### src/rtl/ysyx_22041461_pipe_ctrl_if.sv
// Purpose: hazard inputs and stall/flush controls between the pipeline stages and the controller.
// Latency: none, this is wiring only.
// Backpressure: enables hold pipeline registers; active-low flushes load bubbles.
interface ysyx_22041461_pipe_ctrl_if;
   // ID stage source operands
   logic       ID_valid;
   logic       ID_use_rs1;
   logic       ID_use_rs2;
   logic [4:0] ID_rs1;
   logic [4:0] ID_rs2;
   // EXE stage occupant
   logic       EXE_valid;
   logic       EXE_is_load;
   logic       EXE_mc_op;
   logic [4:0] EXE_rd;
   logic       EXE_redirect;
   // memory handshakes, trap, multi-cycle unit
   logic       IF_req;
   logic       IF_ack;
   logic       MEM_req;
   logic       MEM_ack;
   logic       trap;
   logic       mc_done;
   logic       mc_start;
   logic       mc_kill;
   // pipeline register controls
   logic       enable_PC;
   logic       enable_IF_ID;
   logic       enable_ID_EXE;
   logic       enable_EXE_MEM;
   logic       enable_MEM_WB;
   logic       flush_IF_ID;
   logic       flush_ID_EXE;
   logic       flush_EXE_MEM;
   logic       flush_MEM_WB;

   // controller side
   modport slave (
      input  ID_valid, ID_use_rs1, ID_use_rs2, ID_rs1, ID_rs2,
      input  EXE_valid, EXE_is_load, EXE_mc_op, EXE_rd, EXE_redirect,
      input  IF_req, IF_ack, MEM_req, MEM_ack, trap, mc_done,
      output mc_start, mc_kill,
      output enable_PC, enable_IF_ID, enable_ID_EXE, enable_EXE_MEM, enable_MEM_WB,
      output flush_IF_ID, flush_ID_EXE, flush_EXE_MEM, flush_MEM_WB
   );

   // pipeline side
   modport master (
      output ID_valid, ID_use_rs1, ID_use_rs2, ID_rs1, ID_rs2,
      output EXE_valid, EXE_is_load, EXE_mc_op, EXE_rd, EXE_redirect,
      output IF_req, IF_ack, MEM_req, MEM_ack, trap, mc_done,
      input  mc_start, mc_kill,
      input  enable_PC, enable_IF_ID, enable_ID_EXE, enable_EXE_MEM, enable_MEM_WB,
      input  flush_IF_ID, flush_ID_EXE, flush_EXE_MEM, flush_MEM_WB
   );
endinterface

### src/rtl/ysyx_22041461_pipe_ctrl.sv
// Purpose: central stall/flush controller of the five-stage core, sequences MUL/DIV start/done (optional perf counters: YSYX_22041461_PERF_CNT_EN).
// Latency: all controls are combinational from the MC state and current inputs; only the MC state is registered.
// Backpressure: priority trap > mem wait > MUL/DIV > redirect > load-use > fetch wait; stalled stages hold, downstream gets a bubble.
module ysyx_22041461_pipe_ctrl (
   input  logic                            clk,
   input  logic                            rst,
   ysyx_22041461_pipe_ctrl_if.slave        bus
`ifdef YSYX_22041461_PERF_CNT_EN
   ,
   output logic [31:0]                     perf_stall_cycles,
   output logic [31:0]                     perf_flush_events
`endif
);

   typedef enum logic [1:0] {
      MC_IDLE = 2'd0,
      MC_BUSY = 2'd1,
      MC_DONE = 2'd2
   } mc_state_t;

   mc_state_t state;

   logic mem_stall;
   logic if_stall;
   logic load_use;
   logic mc_start_cond;
   logic mc_stall;
   logic redir;
   logic rs1_hit;
   logic rs2_hit;

   assign mem_stall     = bus.MEM_req & ~bus.MEM_ack;
   assign if_stall      = bus.IF_req & ~bus.IF_ack;
   assign rs1_hit       = bus.ID_use_rs1 & (bus.ID_rs1 == bus.EXE_rd);
   assign rs2_hit       = bus.ID_use_rs2 & (bus.ID_rs2 == bus.EXE_rd);
   assign load_use      = bus.EXE_valid & bus.EXE_is_load & bus.ID_valid &
                          (bus.EXE_rd != 5'd0) & (rs1_hit | rs2_hit);
   // The unit is started as soon as the op reaches EXE, even under a memory wait.
   assign mc_start_cond = (state == MC_IDLE) & bus.EXE_valid & bus.EXE_mc_op & ~bus.trap;
   assign mc_stall      = mc_start_cond | ((state == MC_BUSY) & ~bus.mc_done);
   assign redir         = bus.EXE_valid & bus.EXE_redirect & ~mc_stall & ~mem_stall;

   // MUL/DIV sequencing; a trap abandons the op, a stray mc_done outside MC_BUSY is ignored
   always_ff @(posedge clk) begin
      if (!rst) begin
         state <= MC_IDLE;
      end else if (bus.trap) begin
         state <= MC_IDLE;
      end else begin
         case (state)
            MC_IDLE: if (mc_start_cond) state <= MC_BUSY;
            MC_BUSY: if (bus.mc_done)   state <= mem_stall ? MC_DONE : MC_IDLE;
            MC_DONE: if (!mem_stall)    state <= MC_IDLE;
            default: state <= MC_IDLE;
         endcase
      end
   end

   // Priority-resolved enables and active-low flushes
   always_comb begin
      bus.enable_PC      = 1'b1;
      bus.enable_IF_ID   = 1'b1;
      bus.enable_ID_EXE  = 1'b1;
      bus.enable_EXE_MEM = 1'b1;
      bus.enable_MEM_WB  = 1'b1;
      bus.flush_IF_ID    = 1'b1;
      bus.flush_ID_EXE   = 1'b1;
      bus.flush_EXE_MEM  = 1'b1;
      bus.flush_MEM_WB   = 1'b1;
      bus.mc_start       = 1'b0;
      bus.mc_kill        = 1'b0;
      if (!rst) begin
         // reset clears every pipeline register
         bus.enable_PC      = 1'b0;
         bus.enable_IF_ID   = 1'b0;
         bus.enable_ID_EXE  = 1'b0;
         bus.enable_EXE_MEM = 1'b0;
         bus.enable_MEM_WB  = 1'b0;
         bus.flush_IF_ID    = 1'b0;
         bus.flush_ID_EXE   = 1'b0;
         bus.flush_EXE_MEM  = 1'b0;
         bus.flush_MEM_WB   = 1'b0;
      end else begin
         bus.mc_start = mc_start_cond;
         if (bus.trap) begin
            bus.flush_IF_ID   = 1'b0;
            bus.flush_ID_EXE  = 1'b0;
            bus.flush_EXE_MEM = 1'b0;
            bus.mc_kill       = (state != MC_IDLE);
         end else if (mem_stall) begin
            bus.enable_PC      = 1'b0;
            bus.enable_IF_ID   = 1'b0;
            bus.enable_ID_EXE  = 1'b0;
            bus.enable_EXE_MEM = 1'b0;
            bus.flush_MEM_WB   = 1'b0;
         end else if (mc_stall) begin
            // MC_DONE only persists while mem_stall is high, which the rule above
            // already covers; its release cycle lets EXE advance with the held result.
            bus.enable_PC      = 1'b0;
            bus.enable_IF_ID   = 1'b0;
            bus.enable_ID_EXE  = 1'b0;
            bus.flush_EXE_MEM  = 1'b0;
         end else if (redir) begin
            bus.flush_IF_ID    = 1'b0;
            bus.flush_ID_EXE   = 1'b0;
         end else if (load_use) begin
            bus.enable_PC      = 1'b0;
            bus.enable_IF_ID   = 1'b0;
            bus.flush_ID_EXE   = 1'b0;
         end else if (if_stall) begin
            bus.enable_PC      = 1'b0;
            bus.flush_IF_ID    = 1'b0;
         end
      end
   end

`ifdef YSYX_22041461_PERF_CNT_EN
   logic flush_event;
   // redir already excludes the mem and MUL/DIV stall cases, so only trap outranks it
   assign flush_event = bus.trap | redir;

   // Stall-cycle and flush-event counters, wrapping naturally at 2^32
   always_ff @(posedge clk) begin
      if (!rst) begin
         perf_stall_cycles <= 32'd0;
         perf_flush_events <= 32'd0;
      end else begin
         if (!bus.enable_PC) perf_stall_cycles <= perf_stall_cycles + 32'd1;
         if (flush_event)    perf_flush_events <= perf_flush_events + 32'd1;
      end
   end
`endif

endmodule

### src/flat_wrapper.sv
// flat-port wrapper written by rule: the top's interface ports become plain ports
module ysyx_22041461_pipe_ctrl_flat 
  (clk, rst, bus_ID_valid, bus_ID_use_rs1, bus_ID_use_rs2, bus_ID_rs1, bus_ID_rs2, bus_EXE_valid, bus_EXE_is_load, bus_EXE_mc_op, bus_EXE_rd, bus_EXE_redirect, bus_IF_req, bus_IF_ack, bus_MEM_req, bus_MEM_ack, bus_trap, bus_mc_done, bus_mc_start, bus_mc_kill, bus_enable_PC, bus_enable_IF_ID, bus_enable_ID_EXE, bus_enable_EXE_MEM, bus_enable_MEM_WB, bus_flush_IF_ID, bus_flush_ID_EXE, bus_flush_EXE_MEM, bus_flush_MEM_WB);
  ysyx_22041461_pipe_ctrl_if bus_i ();
  input  logic clk;
  input  logic rst;
  input wire logic [$bits(bus_i.ID_valid)-1:0] bus_ID_valid;
  input wire logic [$bits(bus_i.ID_use_rs1)-1:0] bus_ID_use_rs1;
  input wire logic [$bits(bus_i.ID_use_rs2)-1:0] bus_ID_use_rs2;
  input wire logic [$bits(bus_i.ID_rs1)-1:0] bus_ID_rs1;
  input wire logic [$bits(bus_i.ID_rs2)-1:0] bus_ID_rs2;
  input wire logic [$bits(bus_i.EXE_valid)-1:0] bus_EXE_valid;
  input wire logic [$bits(bus_i.EXE_is_load)-1:0] bus_EXE_is_load;
  input wire logic [$bits(bus_i.EXE_mc_op)-1:0] bus_EXE_mc_op;
  input wire logic [$bits(bus_i.EXE_rd)-1:0] bus_EXE_rd;
  input wire logic [$bits(bus_i.EXE_redirect)-1:0] bus_EXE_redirect;
  input wire logic [$bits(bus_i.IF_req)-1:0] bus_IF_req;
  input wire logic [$bits(bus_i.IF_ack)-1:0] bus_IF_ack;
  input wire logic [$bits(bus_i.MEM_req)-1:0] bus_MEM_req;
  input wire logic [$bits(bus_i.MEM_ack)-1:0] bus_MEM_ack;
  input wire logic [$bits(bus_i.trap)-1:0] bus_trap;
  input wire logic [$bits(bus_i.mc_done)-1:0] bus_mc_done;
  output wire logic [$bits(bus_i.mc_start)-1:0] bus_mc_start;
  output wire logic [$bits(bus_i.mc_kill)-1:0] bus_mc_kill;
  output wire logic [$bits(bus_i.enable_PC)-1:0] bus_enable_PC;
  output wire logic [$bits(bus_i.enable_IF_ID)-1:0] bus_enable_IF_ID;
  output wire logic [$bits(bus_i.enable_ID_EXE)-1:0] bus_enable_ID_EXE;
  output wire logic [$bits(bus_i.enable_EXE_MEM)-1:0] bus_enable_EXE_MEM;
  output wire logic [$bits(bus_i.enable_MEM_WB)-1:0] bus_enable_MEM_WB;
  output wire logic [$bits(bus_i.flush_IF_ID)-1:0] bus_flush_IF_ID;
  output wire logic [$bits(bus_i.flush_ID_EXE)-1:0] bus_flush_ID_EXE;
  output wire logic [$bits(bus_i.flush_EXE_MEM)-1:0] bus_flush_EXE_MEM;
  output wire logic [$bits(bus_i.flush_MEM_WB)-1:0] bus_flush_MEM_WB;
  assign bus_i.ID_valid = bus_ID_valid;
  assign bus_i.ID_use_rs1 = bus_ID_use_rs1;
  assign bus_i.ID_use_rs2 = bus_ID_use_rs2;
  assign bus_i.ID_rs1 = bus_ID_rs1;
  assign bus_i.ID_rs2 = bus_ID_rs2;
  assign bus_i.EXE_valid = bus_EXE_valid;
  assign bus_i.EXE_is_load = bus_EXE_is_load;
  assign bus_i.EXE_mc_op = bus_EXE_mc_op;
  assign bus_i.EXE_rd = bus_EXE_rd;
  assign bus_i.EXE_redirect = bus_EXE_redirect;
  assign bus_i.IF_req = bus_IF_req;
  assign bus_i.IF_ack = bus_IF_ack;
  assign bus_i.MEM_req = bus_MEM_req;
  assign bus_i.MEM_ack = bus_MEM_ack;
  assign bus_i.trap = bus_trap;
  assign bus_i.mc_done = bus_mc_done;
  assign bus_mc_start = bus_i.mc_start;
  assign bus_mc_kill = bus_i.mc_kill;
  assign bus_enable_PC = bus_i.enable_PC;
  assign bus_enable_IF_ID = bus_i.enable_IF_ID;
  assign bus_enable_ID_EXE = bus_i.enable_ID_EXE;
  assign bus_enable_EXE_MEM = bus_i.enable_EXE_MEM;
  assign bus_enable_MEM_WB = bus_i.enable_MEM_WB;
  assign bus_flush_IF_ID = bus_i.flush_IF_ID;
  assign bus_flush_ID_EXE = bus_i.flush_ID_EXE;
  assign bus_flush_EXE_MEM = bus_i.flush_EXE_MEM;
  assign bus_flush_MEM_WB = bus_i.flush_MEM_WB;
  ysyx_22041461_pipe_ctrl u_core (.clk(clk), .rst(rst), .bus(bus_i));
endmodule
### config.mk
export PLATFORM = sky130hd
export DESIGN_NAME = ysyx_22041461_pipe_ctrl_flat
export DESIGN_NICKNAME = d
export VERILOG_FILES = /design/src/rtl/ysyx_22041461_pipe_ctrl_if.sv /design/src/rtl/ysyx_22041461_pipe_ctrl.sv /design/src/flat_wrapper.sv
export SDC_FILE = /design/constraint.sdc
export NUM_CORES = 1
export LEC_CHECK = 0
export BUFFER_PORTS_ARGS = -buffer_cell sky130_fd_sc_hd__buf_2
export CELL_PAD_IN_SITES_DETAIL_PLACEMENT = 1
export CELL_PAD_IN_SITES_GLOBAL_PLACEMENT = 1
export CORE_AREA = 2 2 46 48
export CTS_CLUSTER_DIAMETER = 150
export DETAILED_ROUTE_END_ITERATION = 8
export DIE_AREA = 0 0 48 50
export PLACE_DENSITY_LB_ADDON = 0.1
export SYNTH_ARGS = -nofsm -noshare
export SYNTH_HDL_FRONTEND = slang
export SYNTH_SLANG_ARGS = --single-unit
### constraint.sdc
create_clock -name clk -period 2.6 [get_ports clk]
set_input_delay 0.52 -clock clk [delete_from_list [all_inputs] [get_ports clk]]
set_output_delay 0.52 -clock clk [all_outputs]
set_load 0.01 [all_outputs]
==> report_table.html <==
<table>
<tr><th>Metric</th><th>Value</th></tr>
<tr><th colspan="2">Status</th></tr>
<tr><td>Result of the run</td><td>finished, final reports clean</td></tr>
<tr><th colspan="2">Clock tree</th></tr>
<tr><td>Clock sink count</td><td>2</td></tr>
<tr><td>Worst-case clock buffer depth</td><td>2</td></tr>
<tr><td>Number of setup buffers added after CTS</td><td>0</td></tr>
<tr><td>Clock buffers created by TritonCTS</td><td>3</td></tr>
<tr><td>Clock Pin Slew Worst Setup and Hold Paths</td><td>30 ps</td></tr>
<tr><td>Clock latency reported for the late side of the worst-skew pair</td><td>230 ps</td></tr>
<tr><td>Number of gates resized after cts</td><td>0</td></tr>
<tr><td>CTS Hold Buffers Added</td><td>0</td></tr>
<tr><td>CTS H-Tree Depth</td><td>1</td></tr>
<tr><td>Master cell of the clock root buffer</td><td>sky130_fd_sc_hd__clkbuf_4</td></tr>
<tr><td>CTS tree</td><td>built</td></tr>
<tr><th colspan="2">Finish</th></tr>
<tr><td>Final Instance Count excl. Fillers</td><td>123</td></tr>
<tr><td>Area of all placed cells without fillers</td><td>679 sq um</td></tr>
<tr><td>Reg with most FFs</td><td>u_core.state</td></tr>
<tr><td>P&amp;R area growth vs syn</td><td>53.8%</td></tr>
<tr><td>Diodes inserted</td><td>0</td></tr>
<tr><td>Top Registers</td><td>u_core.state (2)</td></tr>
<tr><td># nets final</td><td>128</td></tr>
<tr><td># fillers</td><td>260</td></tr>
<tr><td>Number of flip-flops in the largest register</td><td>2</td></tr>
<tr><td>Share of final-layout standard cells stronger than drive strength 1</td><td>49.0%</td></tr>
<tr><th colspan="2">Die</th></tr>
<tr><td>Standard cell core area</td><td>1900 sq um</td></tr>
<tr><td>Die height</td><td>50 um</td></tr>
<tr><td>Number of placed I/O pins</td><td>41</td></tr>
<tr><td>Die width</td><td>48 um</td></tr>
<tr><td>Std cell rows</td><td>16</td></tr>
<tr><td>Starting Density</td><td>23.2%</td></tr>
<tr><td>Overall die area</td><td>2400 sq um</td></tr>
<tr><th colspan="2">Yosys</th></tr>
<tr><td>Dominant synthesized flop cell</td><td>sky130_fd_sc_hd__dfxtp_1</td></tr>
<tr><td>Post-synth top area share</td><td>19.8%</td></tr>
<tr><td>Number of cells produced by synthesis</td><td>56</td></tr>
<tr><td>Post-synthesis average cell area</td><td>7.89 sq um</td></tr>
<tr><td>Post-synthesis cell type count</td><td>29</td></tr>
<tr><td>Proportion of synthesized flip-flops having asynchronous set or reset</td><td>0%</td></tr>
<tr><td>Sequential share of the synthesized area</td><td>9.07%</td></tr>
<tr><td>Cell taking the most area after synthesis</td><td>sky130_fd_sc_hd__xnor2_1</td></tr>
<tr><td>Summed instance area of the synthesized netlist</td><td>442 sq um</td></tr>
<tr><td>Warning count from the yosys run</td><td>0</td></tr>
<tr><td>Biggest area contributors in the synthesized netlist</td><td>sky130_fd_sc_hd__xnor2_1 (20%), sky130_fd_sc_hd__dfxtp_1 (9.1%), sky130_fd_sc_hd__nand2b_1 (7.1%)</td></tr>
<tr><td>Post-synth net total</td><td>86</td></tr>
<tr><td>Number of enable-type register cells in the synthesized netlist</td><td>0</td></tr>
<tr><td>Number of register bits inferred by synthesis</td><td>2</td></tr>
<tr><th colspan="2">Global route</th></tr>
<tr><td>Number of antenna violations at the first check in global routing</td><td>0</td></tr>
<tr><td>Total GRT Usage</td><td>12.2%</td></tr>
<tr><td>Remaining global-route overflow</td><td>0</td></tr>
<tr><td>First-pass GRT wire length</td><td>2140 um</td></tr>
<tr><td>Maximum number of pins on one net before global-route repair</td><td>9</td></tr>
<tr><td>Number of global-route vias before repair</td><td>544</td></tr>
<tr><th colspan="2">Drt</th></tr>
<tr><td>Top sig layer</td><td>met3</td></tr>
<tr><td>Number of nets still failing antenna checks after routing</td><td>0</td></tr>
<tr><td>Average routed wire per standard cell</td><td>11.2 um</td></tr>
<tr><td>Wire length on met3</td><td>71 um</td></tr>
<tr><td>Vias</td><td>565</td></tr>
<tr><td>Wire length after detailed routing</td><td>1380 um</td></tr>
<tr><td>Vias per inst</td><td>4.59</td></tr>
<tr><td>TritonRoute pass-1 iters</td><td>2</td></tr>
<tr><td>Met2 WL post-DR</td><td>749 um</td></tr>
<tr><td>Routed metal-1 wirelength</td><td>559 um</td></tr>
<tr><td>Starting DRC count in detailed routing</td><td>1</td></tr>
<tr><td>DRC errors left</td><td>0</td></tr>
<tr><th colspan="2">Timing</th></tr>
<tr><td>Period utilisation layout</td><td>88.6%</td></tr>
<tr><td>Max-slew violation count</td><td>0</td></tr>
<tr><td>Final hold violations</td><td>0</td></tr>
<tr><td>Smallest setup slack after layout</td><td>298 ps</td></tr>
<tr><td>Final Critical Period</td><td>2300 ps</td></tr>
<tr><td>Number of endpoints failing setup at the final stage</td><td>0</td></tr>
<tr><td>Unrepaired setup endpoints after global routing</td><td>false</td></tr>
<tr><td>Setup clock skew after layout</td><td>3.63 ps</td></tr>
<tr><td>Max Clock Freq</td><td>434 MHz</td></tr>
<tr><td>Accumulated negative setup slack</td><td>0 ps</td></tr>
<tr><td>Remaining max-slew budget at the tightest pin</td><td>82.6%</td></tr>
<tr><td>Slew at the pin closest to its max-slew limit</td><td>261 ps</td></tr>
<tr><th colspan="2">Power and ir drop</th></tr>
<tr><td>Internal</td><td>131 uW</td></tr>
<tr><td>Power dissipated by switching net loads</td><td>64.4 uW</td></tr>
<tr><td>Sequential share of power</td><td>16.2%</td></tr>
<tr><td>Pwr Density</td><td>288 nW/um^2</td></tr>
<tr><td>Leak Pwr</td><td>0.000305 uW</td></tr>
<tr><td>Switching power as a share of total power</td><td>32.9%</td></tr>
<tr><td>VDD IR max</td><td>0.000157 V</td></tr>
<tr><td>Proportion of power drawn by the clock network</td><td>35.3%</td></tr>
<tr><td>Logic pwr share</td><td>48.5%</td></tr>
<tr><th colspan="2">Placement</th></tr>
<tr><td>Sum of net half-perimeters after detailed placement</td><td>1200 um</td></tr>
<tr><td>Minimum setup slack after placement</td><td>303 ps</td></tr>
<tr><td>Placer congestion estimate</td><td>0.649</td></tr>
<tr><td># port buffers</td><td>40</td></tr>
<tr><td>Placed instance area</td><td>657 sq um</td></tr>
<tr><td>Number of cells after detailed placement</td><td>120</td></tr>
<tr><th colspan="2">Setup path</th></tr>
<tr><td>Data arrival time of the worst path</td><td>1780 ps</td></tr>
<tr><td>Data required time of the worst path</td><td>2080 ps</td></tr>
<tr><td>Critical Path Sink Type</td><td>primary output</td></tr>
<tr><td>Maximum fanout along the worst path</td><td>4</td></tr>
<tr><td>Worst Setup Start Kind</td><td>input port</td></tr>
<tr><td>Type of the worst setup path</td><td>input port to primary output</td></tr>
<tr><th colspan="2">Flow run</th></tr>
<tr><td>Maxcap violations</td><td>0</td></tr>
<tr><th colspan="2">Hold path</th></tr>
<tr><td>Class of the tightest hold or removal check</td><td>register to register</td></tr>
</table>
==> per-layer routing <==
metal	vias up	global-route usage, %
li1	294	-
met1	252	12.4
met2	19	21.6
met3	0	3.30
met4	0	5.41
met5	-	0
==> area by class of cell <==
type | count | area (sq um) | area share, %
timing repair buffer | 40 | 200 | 29.5
clock buffer | 3 | 22.5 | 3.31
multi-input combinational | 51 | 383 | 56.4
tap | 27 | 33.8 | 4.97
sequential | 2 | 40.0 | 5.89
==> power groups by stage <==
stage	clock [uW]	sequential [uW]	combinational (uW)
floorplan	0	32.0	53.0
global placement	0	32.1	95.4
detailed placement	0	32.2	96.0
CTS	73.3	31.8	96.7
global route	75.6	31.8	105
finish	69.0	31.7	94.8
==> critical path: stages <==
cell and delay (ps):
sky130_fd_sc_hd__buf_2 120, sky130_fd_sc_hd__or4_4 550, sky130_fd_sc_hd__o2111ai_4 230, sky130_fd_sc_hd__a32oi_1 140
sky130_fd_sc_hd__o21ai_1 80, sky130_fd_sc_hd__buf_2 140
==> synthesized netlist by cell type, drive strengths merged, types with 2 or more instances <==
| library cell | count |
|---|---|
| xnor2 | 10 |
| nand2b | 5 |
| nand2 | 4 |
| a21oi | 3 |
| nor2 | 3 |
| and2 | 2 |
| buf | 2 |
| dfxtp | 2 |
| nand4 | 2 |
| o211a | 2 |
| o21a | 2 |
| o21ai | 2 |
| o31a | 2 |
==> layout by cell type, fill, tap and decap left out, types with 3 or more instances in the layout <==
| cell | netlist | layout |
|---|---|---|
| sky130_fd_sc_hd__buf_2 | 0 | 40 |
| sky130_fd_sc_hd__nor2_1 | 3 | 3 |
| sky130_fd_sc_hd__a21oi_1 | 3 | 3 |
| sky130_fd_sc_hd__xnor2_1 | 10 | 10 |
| sky130_fd_sc_hd__nand2_1 | 4 | 4 |
| sky130_fd_sc_hd__nand2b_1 | 5 | 5 |
| sky130_fd_sc_hd__clkbuf_4 | 0 | 3 |
==> per-stage QoR <==
stage	util (%)	total power, uW	hold slack [ps]
2_1_floorplan	-	85.0	575
3_3_place_gp	34.5	128	625
3_5_place_dp	34.5	128	633
4_1_cts	35.7	202	643
5_1_grt	35.7	212	679
6_report	35.7	196	632
==> kinds of logic (layout without fill, tap and decap cells) <==
group / count (synthesis) / in the layout / synth area share, %
AOI/OAI and AO/OA: 18 / 18 / 34.8
xor gates and xnor gates: 10 / 10 / 19.8
buffers and inverters: 3 / 43 / 4.25
DFF: 2 / 2 / 9.07
muxes: 1 / 1 / 2.55
and+or+nand+nor: 22 / 22 / 29.5
==> path summary, 6_finish.rpt <==
kind                endpoint  slack [ps]            start  cells past startpoint
max            bus_enable_PC         300    bus_EXE_rd[1]                      6
min          u_core.state[0]         630  u_core.state[1]                      2
min reg2reg  u_core.state[0]         630  u_core.state[1]                      2
max reg2reg  u_core.state[0]        1630  u_core.state[0]                      4
Note: power is estimated with default switching activity, not from simulation.
